## config.mk

```make
export PLATFORM = sky130hd
export DESIGN_NAME = sel_mux_skid
export DESIGN_NICKNAME = d
export VERILOG_FILES = /design/src/rtl/sel_mux_skid_pkg.sv /design/src/rtl/sel_mux_skid_comb.sv /design/src/rtl/sel_mux_skid.sv
export SDC_FILE = /design/constraint.sdc
export NUM_CORES = 1
export LEC_CHECK = 0
export BUFFER_PORTS_ARGS = -buffer_cell sky130_fd_sc_hd__buf_2
export CAP_MARGIN = 20
export CORE_UTILIZATION = 35
export CTS_BUF_LIST = sky130_fd_sc_hd__clkbuf_4
export DETAILED_ROUTE_END_ITERATION = 16
export PLACE_DENSITY_LB_ADDON = 0.3
export SLEW_MARGIN = 20
export SYNTH_ARGS = -nofsm -noshare
export SYNTH_HDL_FRONTEND = slang
export SYNTH_HIERARCHICAL = 1
export SYNTH_SLANG_ARGS = --single-unit
```

## constraint.sdc

```tcl
create_clock -name clk -period 3.4 [get_ports clk]
set_input_delay 0.34 -clock clk [delete_from_list [all_inputs] [get_ports clk]]
set_output_delay 0.34 -clock clk [all_outputs]
set_load 0.005 [all_outputs]
```

## src/rtl/sel_mux_skid_pkg.sv

```systemverilog
// sel_mux_skid_pkg: shared pipeline types and the N:1 select helper
//   REG_IDX_W  default select width (register-destination index)
//   skid_st_e  skid buffer occupancy state
//   sel_word   returns {err, data} for a select over up to SEL_MAX_N channels of up to SEL_MAX_W bits
package sel_mux_skid_pkg;
   localparam int REG_IDX_W = 5;
   localparam int SEL_MAX_W = 64;
   localparam int SEL_MAX_N = 16;
   typedef enum logic [1:0] {EMPTY, ONE, FULL} skid_st_e;
   // sel is checked at full width first, so only the low index bits are needed afterwards
   function automatic logic [SEL_MAX_W:0] sel_word(input logic [SEL_MAX_N-1:0][SEL_MAX_W-1:0] d,
                                                   input logic [31:0] sel, input logic [31:0] n);
      return (sel < n) ? {1'b0, d[sel[3:0]]} : {1'b1, {SEL_MAX_W{1'b0}}};
   endfunction
endpackage

```

## src/rtl/sel_mux_skid_comb.sv

```systemverilog
// sel_mux_comb: combinational N:1 select with range check
//   in_data  packed channels, channel k at [k*WIDTH +: WIDTH]
//   in_sel   channel index
//   data     selected word, zero when out of range
//   err      in_sel >= NUM_IN
module sel_mux_comb
   import sel_mux_skid_pkg::*;
#(
   parameter int WIDTH  = REG_IDX_W,
   parameter int NUM_IN = 4,
   parameter int SEL_W  = $clog2(NUM_IN)
) (
   input  logic [NUM_IN*WIDTH-1:0] in_data,
   input  logic [SEL_W-1:0]        in_sel,
   output logic [WIDTH-1:0]        data,
   output logic                    err
);
   logic [SEL_MAX_N-1:0][SEL_MAX_W-1:0] ch;
   logic [SEL_MAX_W:0]                  w;
   logic                                unused_w;
   always_comb begin
      ch = '0;
      for (int k = 0; k < NUM_IN; k++) ch[k][WIDTH-1:0] = in_data[k*WIDTH +: WIDTH];
      w = sel_word(ch, 32'(in_sel), NUM_IN);
   end
   assign data     = w[WIDTH-1:0];
   assign err      = w[SEL_MAX_W];
   assign unused_w = ^w;
endmodule

```

## src/rtl/sel_mux_skid.sv

```systemverilog
// sel_mux_skid: registered N:1 select with valid/ready handshake and two-entry skid buffer
//   clk, rst_n          clock, asynchronous active-low reset
//   in_data, in_sel     packed channels and channel index, sampled on accept
//   in_valid, in_ready  input handshake; in_ready is a register
//   flush               synchronous discard of all held beats
//   out_data, out_err   selected word and out-of-range flag, registered
//   out_valid, out_ready output handshake
module sel_mux_skid
   import sel_mux_skid_pkg::*;
#(
   parameter int WIDTH  = REG_IDX_W,
   parameter int NUM_IN = 4,
   parameter int SEL_W  = $clog2(NUM_IN)
) (
   input  logic                    clk,
   input  logic                    rst_n,
   input  logic [NUM_IN*WIDTH-1:0] in_data,
   input  logic [SEL_W-1:0]        in_sel,
   input  logic                    in_valid,
   output logic                    in_ready,
   input  logic                    flush,
   output logic [WIDTH-1:0]        out_data,
   output logic                    out_err,
   output logic                    out_valid,
   input  logic                    out_ready
);
   skid_st_e         st, nst;
   logic [WIDTH-1:0] sel_data, s_data;
   logic             sel_err, s_err, acc, xfer;
   sel_mux_comb #(.WIDTH(WIDTH), .NUM_IN(NUM_IN), .SEL_W(SEL_W)) u_sel (
      .in_data(in_data), .in_sel(in_sel), .data(sel_data), .err(sel_err)
   );
   assign acc  = in_valid && in_ready;
   assign xfer = out_valid && out_ready;
   always_comb
      nst = flush            ? EMPTY :
            (st == EMPTY)    ? (acc ? ONE : EMPTY) :
            (st == ONE)      ? ((acc && !xfer) ? FULL : (!acc && xfer) ? EMPTY : ONE) :
                               (xfer ? ONE : FULL);
   // S's valid bit is implied by st == FULL; M's valid bit is out_valid
   always_ff @(posedge clk or negedge rst_n)
      if (!rst_n) begin
         st        <= EMPTY;
         in_ready  <= 1'b1;
         out_valid <= 1'b0;
         out_data  <= '0;
         out_err   <= 1'b0;
         s_data    <= '0;
         s_err     <= 1'b0;
      end else begin
         st        <= nst;
         in_ready  <= nst != FULL;
         out_valid <= nst != EMPTY;
         if (!flush) begin
            if (st == FULL && xfer) begin
               out_data <= s_data;
               out_err  <= s_err;
            end else if (acc && (st == EMPTY || xfer)) begin
               out_data <= sel_data;
               out_err  <= sel_err;
            end
            if (acc && st == ONE && !xfer) begin
               s_data <= sel_data;
               s_err  <= sel_err;
            end
         end
      end
endmodule

```

# --- After elaboration in Yosys (flattened, before gate mapping) ---
# Index checks and enable logic that the tools add are counted.
op_classes:
  mux: 13
  bitwise: 1
  reduce_logical: 16
  n_lt_le_gt_ge: 1
  n_eq_ne: 3
op_table:
  columns: ["operator", "n"]
  rows:
  - ["binary-select mux 64 bit (select 2 bit)", 1]
  - ["two-way mux 5 bit", 3]
  - ["two-way mux 2 bit", 5]
  - ["logical AND 1 bit", 8]
  - ["< comparator 2 x 5 -> 1 bit (second input constant)", 1]
  - ["two-way mux 1 bit", 4]
  - ["AND reduction 2 bit", 2]
  - ["nonzero test 2 bit", 2]
  - ["== test 2 x 1 -> 1 bit (second input constant)", 1]
  - ["== test 2 bit (second input constant)", 1]
  - ["zero test 1 bit", 2]
  - ["zero test 2 bit", 1]
  - ["inequality test 2 bit (second input constant)", 1]
  - ["logical OR 1 bit", 1]
  - ["NOT 1 bit", 1]
totals:
  out_inout_bits: 8
  wordCells: 40
  ff_bits: 15
  in_bits: 27

# --- Longest topological paths before layout ---
depth:
  word_depth: 9
  ltp_mapped: 4

# --- Hierarchy ---
# Netlist, hierarchy kept.
modules_own_cells:
  columns: ["mod", "seq_area_each_um2", "area_per_inst_um2", "n_inst", "cells_per_inst"]
  rows:
  - ["sel_mux_skid", 401.6, 740.7, 1, 48]
  - ["sel_mux_comb", 0.0, 135.1, 1, 8]

# --- Least setup slack after synthesis ---
# OpenSTA, ideal clock, no wires.
synth_path:
  path_kind: "input to register"
  startpoint: "input in_sel[0]"
  endpoint: "register out_data[0]"
  setup_slack_ns: 1.830
  t_required_ns: 3.275
  stages: 4
  setup_time_ns: 0.125
  arrival_ns: 1.446
  n_path_buf: 1
  path_cell_list: "buf_6 mux4_2 mux2_2 mux2_2"
synth_between:
  elab_chain_len: 4
synth_rtl:
  columns: ["item", "line_no", "source"]
  rows:
  - ["from (decl)", "sel_mux_skid.sv:18", "input logic [SEL_W-1:0] in_sel,"]
  - ["binary-select mux 64 bit (select 2 bit)", "sel_mux_skid_pkg.sv:13", "return (sel < n) ? {1'b0, d[sel[3:0]]} : {1'b1, {SEL_MAX_W{1'b0}}};"]
  - ["two-way mux 5 bit (not written as such)", "sel_mux_skid_pkg.sv:13", null]
  - ["named net sel_data[0]", "sel_mux_skid.sv:28", "logic [WIDTH-1:0] sel_data, s_data;"]
  - ["two-way mux 5 bit", "sel_mux_skid.sv:58", "end else if (acc && (st == EMPTY || xfer)) begin"]
  - ["two-way mux 5 bit", "sel_mux_skid.sv:55", "if (st == FULL && xfer) begin"]
  - ["to (signal assigned)", "sel_mux_skid.sv:56", "out_data <= s_data;"]
  - ["to (signal assigned)", "sel_mux_skid.sv:59", "out_data <= sel_data;"]
  - ["to (decl)", "sel_mux_skid.sv:22", "output logic [WIDTH-1:0] out_data,"]
# The timed path passes the listed nets, and every way through them passes these cells. The select of a mux whose other input is x is not followed.
# A chain may end at the register's enable or synchronous reset.

# --- Final worst setup path ---
layout_path:
  startpoint: "register in_ready"
  endpoint: "register s_data[3]"
layout_between:
  elab_chain_len: 4
layout_rtl:
  columns: ["item", "line_no", "source"]
  rows:
  - ["from (decl)", "sel_mux_skid.sv:20", "output logic in_ready,"]
  - ["from (signal assigned)", "sel_mux_skid.sv:44", "in_ready <= 1'b1;"]
  - ["from (signal assigned)", "sel_mux_skid.sv:52", "in_ready <= nst != FULL;"]
  - ["logical AND 1 bit", "sel_mux_skid.sv:33", "assign acc = in_valid && in_ready;"]
  - ["logical AND 1 bit (2 in a row)", "sel_mux_skid.sv:62", "if (acc && st == ONE && !xfer) begin"]
  - ["AND reduction 2 bit (no line)", null, null]
  - ["to (signal assigned)", "sel_mux_skid.sv:63", "s_data <= sel_data;"]
  - ["to (decl)", "sel_mux_skid.sv:28", null]
# Every way passes these cells.

==> key figures <==
Status
  • Outcome: finished clean

STA
  • Fmax: 597 MHz
  • Final TNS setup: 0 ns
  • Actual slew at the worst max-slew pin: 0.500 ns
  • Fin crit period: 1.67 ns
  • Unrepaired setup endpoints after global routing: false
  • Fin. Hold Viols: 0
  • Slew Viols, Final: 0
  • # setup viols final: 0
  • Clock Skews: 0.00738 ns
  • Period utilisation layout: 49.2%
  • Max-slew headroom: 66.4%

Final layout
  • N_diodes: 0
  • FILL cells: 219
  • Final nets: 121
  • Share of cells above drive strength 1: 71.0%
  • Layout area overhead: 25.4%
  • Layout Utilization: 48.3%
  • Final non-filler cell total: 121
  • Finished Cell Area: 1100 sq um

Run
  • MaxCap Viol Count: 0

GRT
  • First-pass GRT wire length: 3.05 mm
  • Largest net degree at the start of global routing: 17
  • GRT Total Usage: 16.3%
  • Grt total ovfl: 0
  • Vias in the first global route: 673
  • Initial antenna violation count: 0

Detailed routing
  • Post-route ant nets: 0
  • Routed WL per cell: 14.3 um
  • DRT Pass-1 Iters: 3
  • Via-to-Cell Ratio: 5.19
  • Initial DRC Count: 9
  • Detailed-route via count: 628
  • Total Wirelength: 1.73 mm
  • # DRC: 0

Synthesis
  • Syn Area/Cell: 15.6 sq um
  • Post-synthesis sequential area ratio: 45.9%
  • Number of synthesized flops with an enable pin: 0
  • Number of synthesized register bits: 16
  • Synth warn: 6
  • Synth cell types: 20
  • Synthesized area: 876 sq um
  • Syn nets: 83
  • Fraction of registers with async set/reset: 100%
  • Cells after synthesis: 56
  • Dominant synthesized flop cell: dfrtp_1

Power
  • Leak: 0.504 nW
  • Peak VDD IR: 245 uV
  • Power Dens Cells: 498 nW/um^2

Clock tree
  • Reg clk slew, reported paths: 0.09 ns
  • Clock Root Buffer: clkbuf_4
  • Clk sink count: 16
  • CTS Buf Count: 3
  • Maximum clock path buffer count: 2
  • Clock Latency Late Sink: 0.28 ns
  • CTS tree: yes
  • CTS H-tree depth: 1
  • Post-CTS Setup Bufs: 0

Setup path
  • Critical path class: flip-flop to flip-flop
  • Crit-path max cell delay: 0.56 ns
  • Worst setup startpoint: in_ready
  • Worst Setup End Kind: flip-flop
  • Worst EP arrival: 1.84 ns
  • Slowest CP cell: dfstp_2
  • Critical path peak fanout: 6
  • Cell Chain, Critical Path: nand2_1, nor4_4, mux2_2
  • WP data required: 3.57 ns
  • Worst R2R Start: in_ready
  • CP startpoint kind: flip-flop

Hold path
  • HP Start: flush
  • Hold Path Class: input pin to flip-flop

Floorplanning
  • Die height: 52.0 um
  • Rows: 17
  • Die extent in x: 52.0 um
  • Initial Util: 38.5%
  • Ports: 35
  • Die area: 2710 sq um
  • CORE AREA: 2280 sq um

Place
  • Final Wtd Congestion: 0.799
  • Post-DP HPWL: 1.40 mm
  • Port Buf Inserts: 34
  • Dpl cells: 116
  • DP Area: 1060 sq um
## registers in the layout (all words and copies together) (netlist names)
name	flops
out_err	1
s_err	1
in_ready	1
out_data	5
s_data	5
st	2
out_valid	1
## repair_timing
| item | CTS | global route |
|---|---|---|
| endpoints found under the hold margin | 15 | 0 |
| gates resized for setup | 0 | 0 |
| hold buffers | 1 | 0 |
| setup endpoints to repair | 0 | 0 |
## final cells by class
cell class	count	area (sq um)	area share (%)
Inverter	1	3.75	0.342
Tap cell	28	35.0	3.19
Timing Repair Buffer	35	180	16.4
Sequential cell	16	402	36.6
Clock inverter	1	3.75	0.342
Clock buffer	3	22.5	2.05
Multi-Input combinational cell	37	452	41.1
## routing by layer
metal  share of wire, %  global-route usage [%]  wire [um]
met3                3.7                    3.80         64
met4               0.81                    8.11         14
met5                  0                       0          0
met1                 39                    17.7        670
met2                 57                    29.1        984
## worst max-delay path, delay by kind of cell, from the launching register on
kind	cells	cell delay, ns
and+or+nand+nor	2	0.61
DFF	1	0.56
muxes	1	0.40
## power by group
group / internal [mW] / leakage (nW) / total, mW / switching (mW)
clock network: 0.0426 / 0.0154 / 0.101 / 0.0588
registers: 0.254 / 0.192 / 0.288 / 0.0349
logic: 0.100 / 0.296 / 0.157 / 0.0565
total: 0.396 / 0.504 / 0.547 / 0.150
## cells by family after synthesis
kind of cell | synth area share [%]
mux | 36.0
flops | 45.9
compound gates | 7.14
simple gates | 8.00
buf+inv | 2.57
other cells | 0.428
## cells in the mapped netlist (2+ instances only)
library cell	n	share of area, %
a21oi_1	2	1.1
mux4_2	5	13
dfrtp_1	15	43
mux2_2	18	23
## metrics by stage
| stage | hold WS [ns] | setup WS (ns) | power (mW) |
|---|---|---|---|
| floorplan | 0.0444 | 1.83 | 0.385 |
| finish | 0.336 | 1.73 | 0.547 |
| global placement | 0.270 | 1.69 | 0.442 |
| CTS | 0.319 | 1.71 | 0.559 |
| global route | 0.337 | 1.65 | 0.590 |
| detailed placement | 0.275 | 1.68 | 0.452 |
## cell usage in the layout (no fill, tap or decap)
| master | Yosys | final |
|---|---|---|
| nand2_1 | 1 | 1 |
| or3_1 | 1 | 1 |
| clkbuf_4 | 0 | 3 |
| inv_1 | 1 | 1 |
| clkinv_1 | 0 | 1 |
| a21bo_2 | 1 | 1 |
| dfstp_2 | 1 | 1 |
| o21a_1 | 1 | 1 |
| nor4_4 | 1 | 1 |
| a21oi_1 | 2 | 2 |
| buf_2 | 0 | 34 |
| a211oi_4 | 1 | 1 |
| nand4b_4 | 1 | 1 |
| dfrtp_1 | 15 | 15 |
| nand2b_2 | 1 | 1 |
| mux4_2 | 5 | 5 |
| and2_1 | 1 | 1 |
| mux2_2 | 18 | 18 |
| a2bb2oi_1 | 1 | 1 |
| dlygate4sd3_1 | 0 | 1 |
| conb_1 | 1 | 1 |
| a31oi_1 | 1 | 1 |
## path summary, 6_finish.rpt
check                         endpoint  slack [ns]  cells past startpoint
max                          s_data[3]        1.73                      3
min                          out_valid        0.34                      2
max reg2reg                  s_data[3]        1.73                      3
min reg2reg                out_data[4]        0.51                      1
max in group asynchronous     in_ready        2.61                      2
min in group asynchronous  out_data[1]        0.48                      2
No activity file was read; power rests on OpenSTA's default activity.
